`src/rtl/muldiv_sequencer.sv`:
```
// muldiv_sequencer: iterative RV32M multiply/divide engine, one bit per cycle, stalling the core until done.
// Optional feature macro SIGNED_MULDIV_EN adds MULH/MULHSU/DIV/REM; without it those encodings complete as illegal.
module muldiv_sequencer #(
  parameter int WIDTH = 32
) (
  input  logic             clk,
  input  logic             reset,
  input  logic             start,
  input  logic [2:0]       funct3,
  input  logic [WIDTH-1:0] a,
  input  logic [WIDTH-1:0] b,
  output logic [WIDTH-1:0] result,
  output logic             done,
  output logic             busy,
  output logic             stall,
  output logic             illegal
);
  localparam int CNT_W = $clog2(WIDTH);
  localparam logic [CNT_W-1:0] LAST    = CNT_W'(WIDTH - 1);
  localparam logic [WIDTH-1:0] INT_MIN = {1'b1, {(WIDTH-1){1'b0}}};

  typedef enum logic [1:0] {S_IDLE, S_MUL, S_DIV, S_DONE} state_t;

  state_t             state_q, state_d;
  logic [2:0]         f3_q, f3_d;
  logic [CNT_W-1:0]   count_q, count_d;
  logic [2*WIDTH-1:0] prod_q, prod_d;
  logic [WIDTH-1:0]   opb_q, opb_d;
  logic [WIDTH-1:0]   rem_q, rem_d;
  logic [WIDTH-1:0]   quot_q, quot_d;
  logic               neg_res_q, neg_res_d;
  logic               neg_rem_q, neg_rem_d;
  logic [WIDTH-1:0]   result_q, result_d;
  logic               illegal_q, illegal_d;

  // Per-iteration datapath
  logic [WIDTH-1:0]   addend;
  logic [WIDTH:0]     mul_sum;
  logic [2*WIDTH-1:0] prod_step, prod_fix;
  logic [WIDTH-1:0]   mul_res;
  logic [WIDTH:0]     div_shift, div_trial;
  logic [WIDTH-1:0]   quot_step, rem_step, div_res;

  // Operand decode at acceptance
  logic               legal, is_div, sa, sb;
  logic [WIDTH-1:0]   mag_a, mag_b;

  always_comb begin
    // Shift-add: multiplier sits in the low half of prod and drains out as the product fills in.
    addend    = prod_q[0] ? opb_q : '0;
    mul_sum   = {1'b0, prod_q[2*WIDTH-1:WIDTH]} + {1'b0, addend};
    prod_step = {mul_sum, prod_q[WIDTH-1:1]};
    prod_fix  = neg_res_q ? -prod_step : prod_step;
    mul_res   = (f3_q == 3'b000) ? prod_fix[WIDTH-1:0] : prod_fix[2*WIDTH-1:WIDTH];

    // Restoring divide: rem < divisor always holds, so the shifted value fits in WIDTH+1 bits.
    div_shift = {rem_q, quot_q[WIDTH-1]};
    div_trial = div_shift - {1'b0, opb_q};
    quot_step = {quot_q[WIDTH-2:0], ~div_trial[WIDTH]};
    rem_step  = div_trial[WIDTH] ? div_shift[WIDTH-1:0] : div_trial[WIDTH-1:0];
    div_res   = f3_q[1] ? (neg_rem_q ? -rem_step : rem_step)
                        : (neg_res_q ? -quot_step : quot_step);
  end

  always_comb begin
    // NOTE: every combinationally assigned signal gets a default first, so no path infers a latch.
    state_d   = state_q;
    f3_d      = f3_q;
    count_d   = count_q;
    prod_d    = prod_q;
    opb_d     = opb_q;
    rem_d     = rem_q;
    quot_d    = quot_q;
    neg_res_d = neg_res_q;
    neg_rem_d = neg_rem_q;
    result_d  = result_q;
    illegal_d = illegal_q;
    legal     = 1'b0;
    is_div    = 1'b0;
    sa        = 1'b0;
    sb        = 1'b0;
    mag_a     = a;
    mag_b     = b;

    unique case (state_q)
      S_IDLE: begin
        if (start) begin
          case (funct3)
            3'b000, 3'b011: legal = 1'b1;
            3'b101, 3'b111: begin legal = 1'b1; is_div = 1'b1; end
`ifdef SIGNED_MULDIV_EN
            3'b001: begin legal = 1'b1; sa = a[WIDTH-1]; sb = b[WIDTH-1]; end
            3'b010: begin legal = 1'b1; sa = a[WIDTH-1]; end
            3'b100, 3'b110: begin
              legal = 1'b1; is_div = 1'b1; sa = a[WIDTH-1]; sb = b[WIDTH-1];
            end
`endif
            default: legal = 1'b0;
          endcase

          mag_a     = sa ? -a : a;
          mag_b     = sb ? -b : b;
          f3_d      = funct3;
          count_d   = '0;
          prod_d    = {{WIDTH{1'b0}}, mag_a};
          quot_d    = mag_a;
          rem_d     = '0;
          opb_d     = mag_b;
          neg_res_d = sa ^ sb;
          neg_rem_d = sa;
          illegal_d = 1'b0;

          if (!legal) begin
            state_d   = S_DONE;
            illegal_d = 1'b1;
            result_d  = '0;
          end else if (is_div && (b == '0)) begin
            state_d  = S_DONE;
            result_d = funct3[1] ? a : '1;
          end else if (is_div && sb && (a == INT_MIN) && (b == '1)) begin
            state_d  = S_DONE;
            result_d = funct3[1] ? '0 : a;
          end else begin
            state_d = is_div ? S_DIV : S_MUL;
          end
        end
      end
      S_MUL: begin
        prod_d  = prod_step;
        count_d = count_q + CNT_W'(1);
        if (count_q == LAST) begin
          state_d  = S_DONE;
          result_d = mul_res;
        end
      end
      S_DIV: begin
        rem_d   = rem_step;
        quot_d  = quot_step;
        count_d = count_q + CNT_W'(1);
        if (count_q == LAST) begin
          state_d  = S_DONE;
          result_d = div_res;
        end
      end
      S_DONE: state_d = S_IDLE;
      default: state_d = S_IDLE;
    endcase
  end

  // NOTE: state is updated only with non-blocking assignments so every register samples pre-edge values.
  always_ff @(posedge clk) begin
    if (reset) begin
      state_q   <= S_IDLE;
      f3_q      <= '0;
      count_q   <= '0;
      prod_q    <= '0;
      opb_q     <= '0;
      rem_q     <= '0;
      quot_q    <= '0;
      neg_res_q <= 1'b0;
      neg_rem_q <= 1'b0;
      result_q  <= '0;
      illegal_q <= 1'b0;
    end else begin
      state_q   <= state_d;
      f3_q      <= f3_d;
      count_q   <= count_d;
      prod_q    <= prod_d;
      opb_q     <= opb_d;
      rem_q     <= rem_d;
      quot_q    <= quot_d;
      neg_res_q <= neg_res_d;
      neg_rem_q <= neg_rem_d;
      result_q  <= result_d;
      illegal_q <= illegal_d;
    end
  end

  assign result  = result_q;
  assign done    = (state_q == S_DONE);
  assign busy    = (state_q == S_MUL) || (state_q == S_DIV);
  assign stall   = start & ~done;
  assign illegal = done & illegal_q;

endmodule

```
`config.mk`:
```
export PLATFORM = sky130hd
export DESIGN_NAME = muldiv_sequencer
export DESIGN_NICKNAME = d
export VERILOG_FILES = /design/src/rtl/muldiv_sequencer.sv
export SDC_FILE = /design/constraint.sdc
export NUM_CORES = 1
export LEC_CHECK = 0
export ABC_AREA = 1
export BUFFER_PORTS_ARGS = -buffer_cell sky130_fd_sc_hd__buf_2
export CELL_PAD_IN_SITES_DETAIL_PLACEMENT = 1
export CELL_PAD_IN_SITES_GLOBAL_PLACEMENT = 2
export CORE_MARGIN = 2
export CORE_UTILIZATION = 36
export DETAILED_ROUTE_END_ITERATION = 8
export GPL_ROUTABILITY_DRIVEN = 1
export PLACE_DENSITY_LB_ADDON = 0.1
export SLEW_MARGIN = 20
export SYNTH_ARGS = -nofsm -noshare
export SYNTH_HDL_FRONTEND = slang
export SYNTH_SLANG_ARGS = --single-unit
```
`constraint.sdc`:
```
create_clock -name clk -period 3.7 [get_ports clk]
set_input_delay 0.37 -clock clk [delete_from_list [all_inputs] [get_ports clk]]
set_output_delay 0.37 -clock clk [all_outputs]
set_load 0.1 [all_outputs]
```
# Word level (Yosys, flattened, before mapping)
# Cells that the tools add are included.
# word_totals
ff_bits	203
input_bits	70
out_inout_bits	36
# op_classes
n_addsub	3
n_eq_ne	12
mux	32
bitwise_logic	4
reduce_logical	19
# op_table
operator	n
$mux W32	12
$pmux W32 S2	2
$pmux W64 S2	1
$pmux W32 S3	1
$mux W64	1
$add A32 B32 Y33	1
$sub A33 B32 Y33	1
$logic_not A32 Y1	1
$mux W2	5
$pmux W5 S2	1
$reduce_and A2 Y1	5
$mux W1	7
$eq A3 B3 Y1 const B	2
$logic_not A3 Y1	2
$ne A2 B2 Y1 const B	3
$pmux W2 S3	1
$reduce_bool A2 Y1	3
$add A5 B1 Y5 const B	1
$eq A5 B5 Y1 const B	1
$mux W5	1
$reduce_and A5 Y1	1
$eq A2 B2 Y1 const B	2
$reduce_or A2 Y1	2
$reduce_or A4 Y1	1
10 further kinds	12

# Depth between registers and ports, before layout
# logic_depth
word_depth	10
ltp_mapped	22
depth_no_buf	21

# Worst setup path before layout
# Ideal clock, no wire load.
# synth_path
path_type	register to output
start	register state_q[0]
end	output port stall
t_arrival_ns	2.309
required_time_ns	3.330
slack_ns	1.021
stages_incl_launch_ff	3
n_path_buf	0
path_cell_list	dfxtp_1 ha_1 nor2_1
# synth_between
elab_chain_len	3
# synth_lines
element	line_no	rtl
from (decl)	24	state_t state_q, state_d;
from (signal assigned)	165	state_q <= state_d;
$eq A2 B2 Y1	180	assign done = (state_q == S_DONE);
named net done	13	output logic done,
$not A1 Y1	182	assign stall = start & ~done;
$and A1 B1 Y1	182	
to (decl)	15	output logic stall,
# The timed path passes the listed nets, and every way through them passes these cells.

# Final worst setup path
# layout_path
start	register quot_q[31]
end	register result_q[27] (netlist: result[27])
# layout_between
elab_chain_len	5
# layout_lines
element	line_no	rtl
from (decl)	30	logic [WIDTH-1:0] quot_q, quot_d;
from (signal assigned)	171	quot_q <= quot_d;
$sub A33 B32 Y33	58	div_trial = div_shift - {1'b0, opb_q};
$mux W32	60	rem_step = div_trial[WIDTH] ? div_shift[WIDTH-1:0] : div_trial[WIDTH-1:0];
$mux W32	61	div_res = f3_q[1] ? (neg_rem_q ? -rem_step : rem_step)
$mux W32	140	if (count_q == LAST) begin
$pmux W32 S3	85	unique case (state_q)
to (signal assigned)	174	result_q <= result_d;
to (decl)	33	logic [WIDTH-1:0] result_q, result_d;
# Every way passes these cells. The select of a mux whose other input is x is not followed.
# A chain may end at the register's enable or synchronous reset.

==> impl_results.md <==
- Drt total wl: around 64 mm
- Xor/xnor share of the synthesized area: 0.0162
- P_leak: approximately 0.0084 uW
- Classification of the worst-slack hold path: in -> reg
- Slowest Stage Delay on Critical Path: approximately 430 ps
- Critical Path Start Type: register
- Count of buffers inserted at the top-level ports: 105
- Fraction of synthesized area in multiplexers: 0
- Maximum level of the CTS H-tree: 1
- Sequential Area: 4070 um2
- Average wire length per cell after detail routing: around 21 um
- Number of buffers created by CTS: 28
- Area share of fa/ha/maj cells after synthesis: 0.0612
- Worst hold slack across all endpoints: around 89 ps
- First-pass GRT wire length: around 100 mm
- Fin Setup TNS: 0 ps
- ANT nets after route: 0
- Register-to-Register Path Depth: 21
- Initial cell density of the core: 0.363
- Syn avg cell area: just over 6 um2
- Run status: completed
- Vias per Instance: 5.28
- Largest family of logic cells by synthesized area: simple AND/OR/NAND/NOR gates
- Die ar.: between 40000 and 50000 um2
- Most frequently used cell type in the post-synthesis netlist: sky130_fd_sc_hd__nand2_1
- Relative slew slack: 0.391
- CP Data Required Time: between 4000 and 5000 ps
- Crit path capture type: register
- Areal power density over the cells: between 800 and 900 nW/um2
- Drt first-iter violations: 990
- Antenna violations before repair: 3
- Most frequently used flop master after synthesis: sky130_fd_sc_hd__dfxtp_1
- Post-DP HPWL: between 40 and 50 mm
- Critical path class: reg -> reg
- Number of fill cells in the layout: roughly 5600
- Final-report hold violation count: 0
- Via count of the first global-routing pass: ~17000
- Crit path arrival time: around 3600 ps
- Die Wd: about 210 um
- Clock transition at path regs: 60 ps
- Post-cts hold buffer count: 0
- Critical path depth in cells: 21
- CP delay by family, top: simple AND/OR/NAND/NOR gates
- MaxCap Viol Count: 0
- End point of the critical path: result[27]
- Total vias in the final route: 16500
- Core area: 41800 um2
- Fin crit share: 0.847
- Fraction of layout cells with a size suffix above 1: 0.121
- Setup violations, final: 0
- Slowest stage cell on the critical path: sky130_fd_sc_hd__dfxtp_1
- DRC Markers: 0
- Source of the worst register-to-register timing path: quot_q[31]
- Number of register bits inferred by synthesis: between 200 and 250
- Multi-input logic area: 9490 um2
- Reg-to-reg critical path endpoint: result[27]
- IO Count: around 110
- Pin count of the biggest net entering global routing: 76
- Cell taking the most area after synthesis: sky130_fd_sc_hd__dfxtp_1
- Maximum fanout encountered on the critical timing path: 32
- FFs w/ async S/R, synth: 0
- Insertion delay of the later-clocked pin in the worst-skew pair: approximately 580 ps
- Number of search-and-repair iterations in the first detailed-routing pass: 5
- Max-slew violation count: 0
- Most numerous cell types in the synthesized netlist: sky130_fd_sc_hd__nand2_1 (862), sky130_fd_sc_hd__inv_1 (294), sky130_fd_sc_hd__o21ai_0 (208), sky130_fd_sc_hd__dfxtp_1 (203), sky130_fd_sc_hd__a21oi_1 (198)
- Chain of cells forming the critical path: inv_1 -> ha_1 -> fa_1 -> inv_1 -> nand2_1 -> nand2_1 -> nand3_2 -> nand2_4 -> nand2_4 -> nand2_4 -> nand2_4 -> nand2_4 -> nand2_4 -> nand2_8 -> nand2_1 -> nand2_1 -> nand2_1 -> nand2_1 -> nand2_1 -> nand2_1 -> a21oi_2
- Net count of the finished layout: approximately 2700
- Top area cells in the synthesized netlist: sky130_fd_sc_hd__dfxtp_1 (27%), sky130_fd_sc_hd__nand2_1 (21%), sky130_fd_sc_hd__inv_1 (7.3%), sky130_fd_sc_hd__o21ai_0 (6.9%), sky130_fd_sc_hd__a21oi_1 (6.5%)
- Clock tree from TritonCTS: done
- Worst R2R Setup Slack: 560 ps
- CTS root buf: sky130_fd_sc_hd__clkbuf_16
- Fraction of the mapped netlist area in simple logic gates: 0.358
- Number of nets in the synthesized netlist: ~2600
- Switching share of total power: 0.534
- Largest vdd supply drop: just over 900 uV
- Post-synth EDFFs: 0
- Post-synthesis instance area: 15200 um2
- Rows: 75
- Number of unique standard cell types used by synthesis: 46
- Number of buffers between clock root and the deepest sink: 3
- Post CTS Setup Buffer Count: 0
- Part of the total power dissipated in sequential elements: 0.236
- Crit path top cell by count: sky130_fd_sc_hd__nand2_1
- Area added between synthesis and finish: 13.2%
- Slew at the pin with the worst max-slew slack: roughly 910 ps
- Final weighted congestion in routability-driven placement: just over 0.9
- Number of warnings printed during yosys synthesis: 0
- Crit path from: quot_q[31]
- Total grt overflow: 0
- Post-synthesis sequential area ratio: 0.268
- Clock skew: between 10 and 15 ps
- Clock network power share: 0.210
- Clock period minus worst slack: 3140 ps
- Sw Pwr: roughly 7500 uW
- Timing-limited maximum frequency: ~0.32 GHz
- TritonCTS Sinks: 203
- Area fraction in compound gates after synthesis: 0.188
- Number of resized instances in the post-cts repair step: 0
- Share of the synthesized area in the top cell type: 0.268
- Height of the chip: 209 um
- Number of instances in the synthesized netlist: 2506
- Internal portion of total power: ~6500 uW
- Gr usage total: 0.295
- RSZ-0062 raised after global routing: no
- Comb power frac: 0.554
- CP bufs+invs: 2
tightest hold or removal path: stages:
cell and delay (ps):
sky130_fd_sc_hd__buf_2 110, sky130_fd_sc_hd__nand2_1 60, sky130_fd_sc_hd__a31oi_1 70
power by group through the flow:
stage	combinational, uW	clock, uW	sequential [uW]
final	7770	2950	3310
after global routing	8490	3110	3360
after CTS	7790	3010	3300
after detailed placement	7750	0	3330
after global placement	7650	0	3340
after floorplan	4390	0	4220
final cells by class:
class                      instances  share of cell area
sequential                       203               0.237
timing repair buffer             135              0.0467
multi-input combinational       1884               0.553
inverter                         302              0.0661
tap                              539              0.0393
antenna                            3            0.000437
clock buffer                      41              0.0484
clock inverter                    11             0.00933
sequential cells by signal, indices dropped and copies added, names as in the netlist:
register and count:
illegal_q 1, f3_q 3, count_q 5, quot_q 32, rem_q 32, opb_q 32, state_q 2, result 32
prod_q 64
routing by layer:
layer | vias to the layer above | global-route usage | part of all wire
met1 | 7911 | 0.382 | 0.45
met5 | - | 0 | 0
li1 | 8150 | - | -
met4 | 0 | 0.100 | 0.033
met3 | 92 | 0.0343 | 0.042
met2 | 323 | 0.510 | 0.47
logic make-up (layout without fill, tap and decap cells):
group | count (synthesis) | count (layout)
fa+ha+maj | 73 | 73
flops | 203 | 203
buf+inv | 419 | 489
simple gates | 1263 | 1263
xor+xnor | 28 | 28
other cells | 0 | 3
compound gates | 520 | 520
placed cells by master (no fill, tap or decap), drive strengths merged, types with 4 or more instances in the layout:
master | Yosys | routed
nor2 | 177 | 177
dfxtp | 203 | 203
nand3 | 109 | 109
nor3 | 13 | 13
and2 | 6 | 6
nand3b | 5 | 5
clkinv | 1 | 6
nor4 | 9 | 9
bufinv | 0 | 4
inv | 301 | 301
buf | 19 | 135
ha | 71 | 71
clkbuf | 98 | 41
a21oi | 223 | 223
or2 | 14 | 14
o21ai | 210 | 210
a31oi | 69 | 69
o21a | 4 | 4
nand2 | 909 | 909
xor2 | 18 | 18
a21o | 4 | 4
nand4 | 18 | 18
xnor2 | 10 | 10
stage by stage:
| step | utilization | power [uW] | cell area, um2 | setup slack (ps) | std cells |
|---|---|---|---|---|---|
| 2_1_floorplan | - | 8610 | 15200 | 1020 | 2506 |
| 3_3_place_gp | 0.387 | 11000 | 16200 | 615 | 3063 |
| 3_5_place_dp | 0.387 | 11100 | 16200 | 597 | 3063 |
| 4_1_cts | 0.411 | 14100 | 17200 | 563 | 3115 |
| 5_1_grt | 0.411 | 15000 | 17200 | 300 | 3117 |
| 6_report | 0.411 | 14000 | 17200 | 564 | 3118 |
how the worst min path moves through the flow:
stage / slack [ps] / start / cells after the start / end
6_report: 90 / a[22] / 3 / quot_q[22]
3_3_place_gp: 450 / prod_q[32] / 2 / prod_q[32]
4_1_cts: 60 / a[22] / 3 / quot_q[22]
2_1_floorplan: 450 / prod_q[32] / 2 / prod_q[32]
5_1_grt: 80 / a[4] / 3 / quot_q[4]
3_5_place_dp: 460 / result[21] / 2 / result[21]
Power figures use the tool's default switching activity.
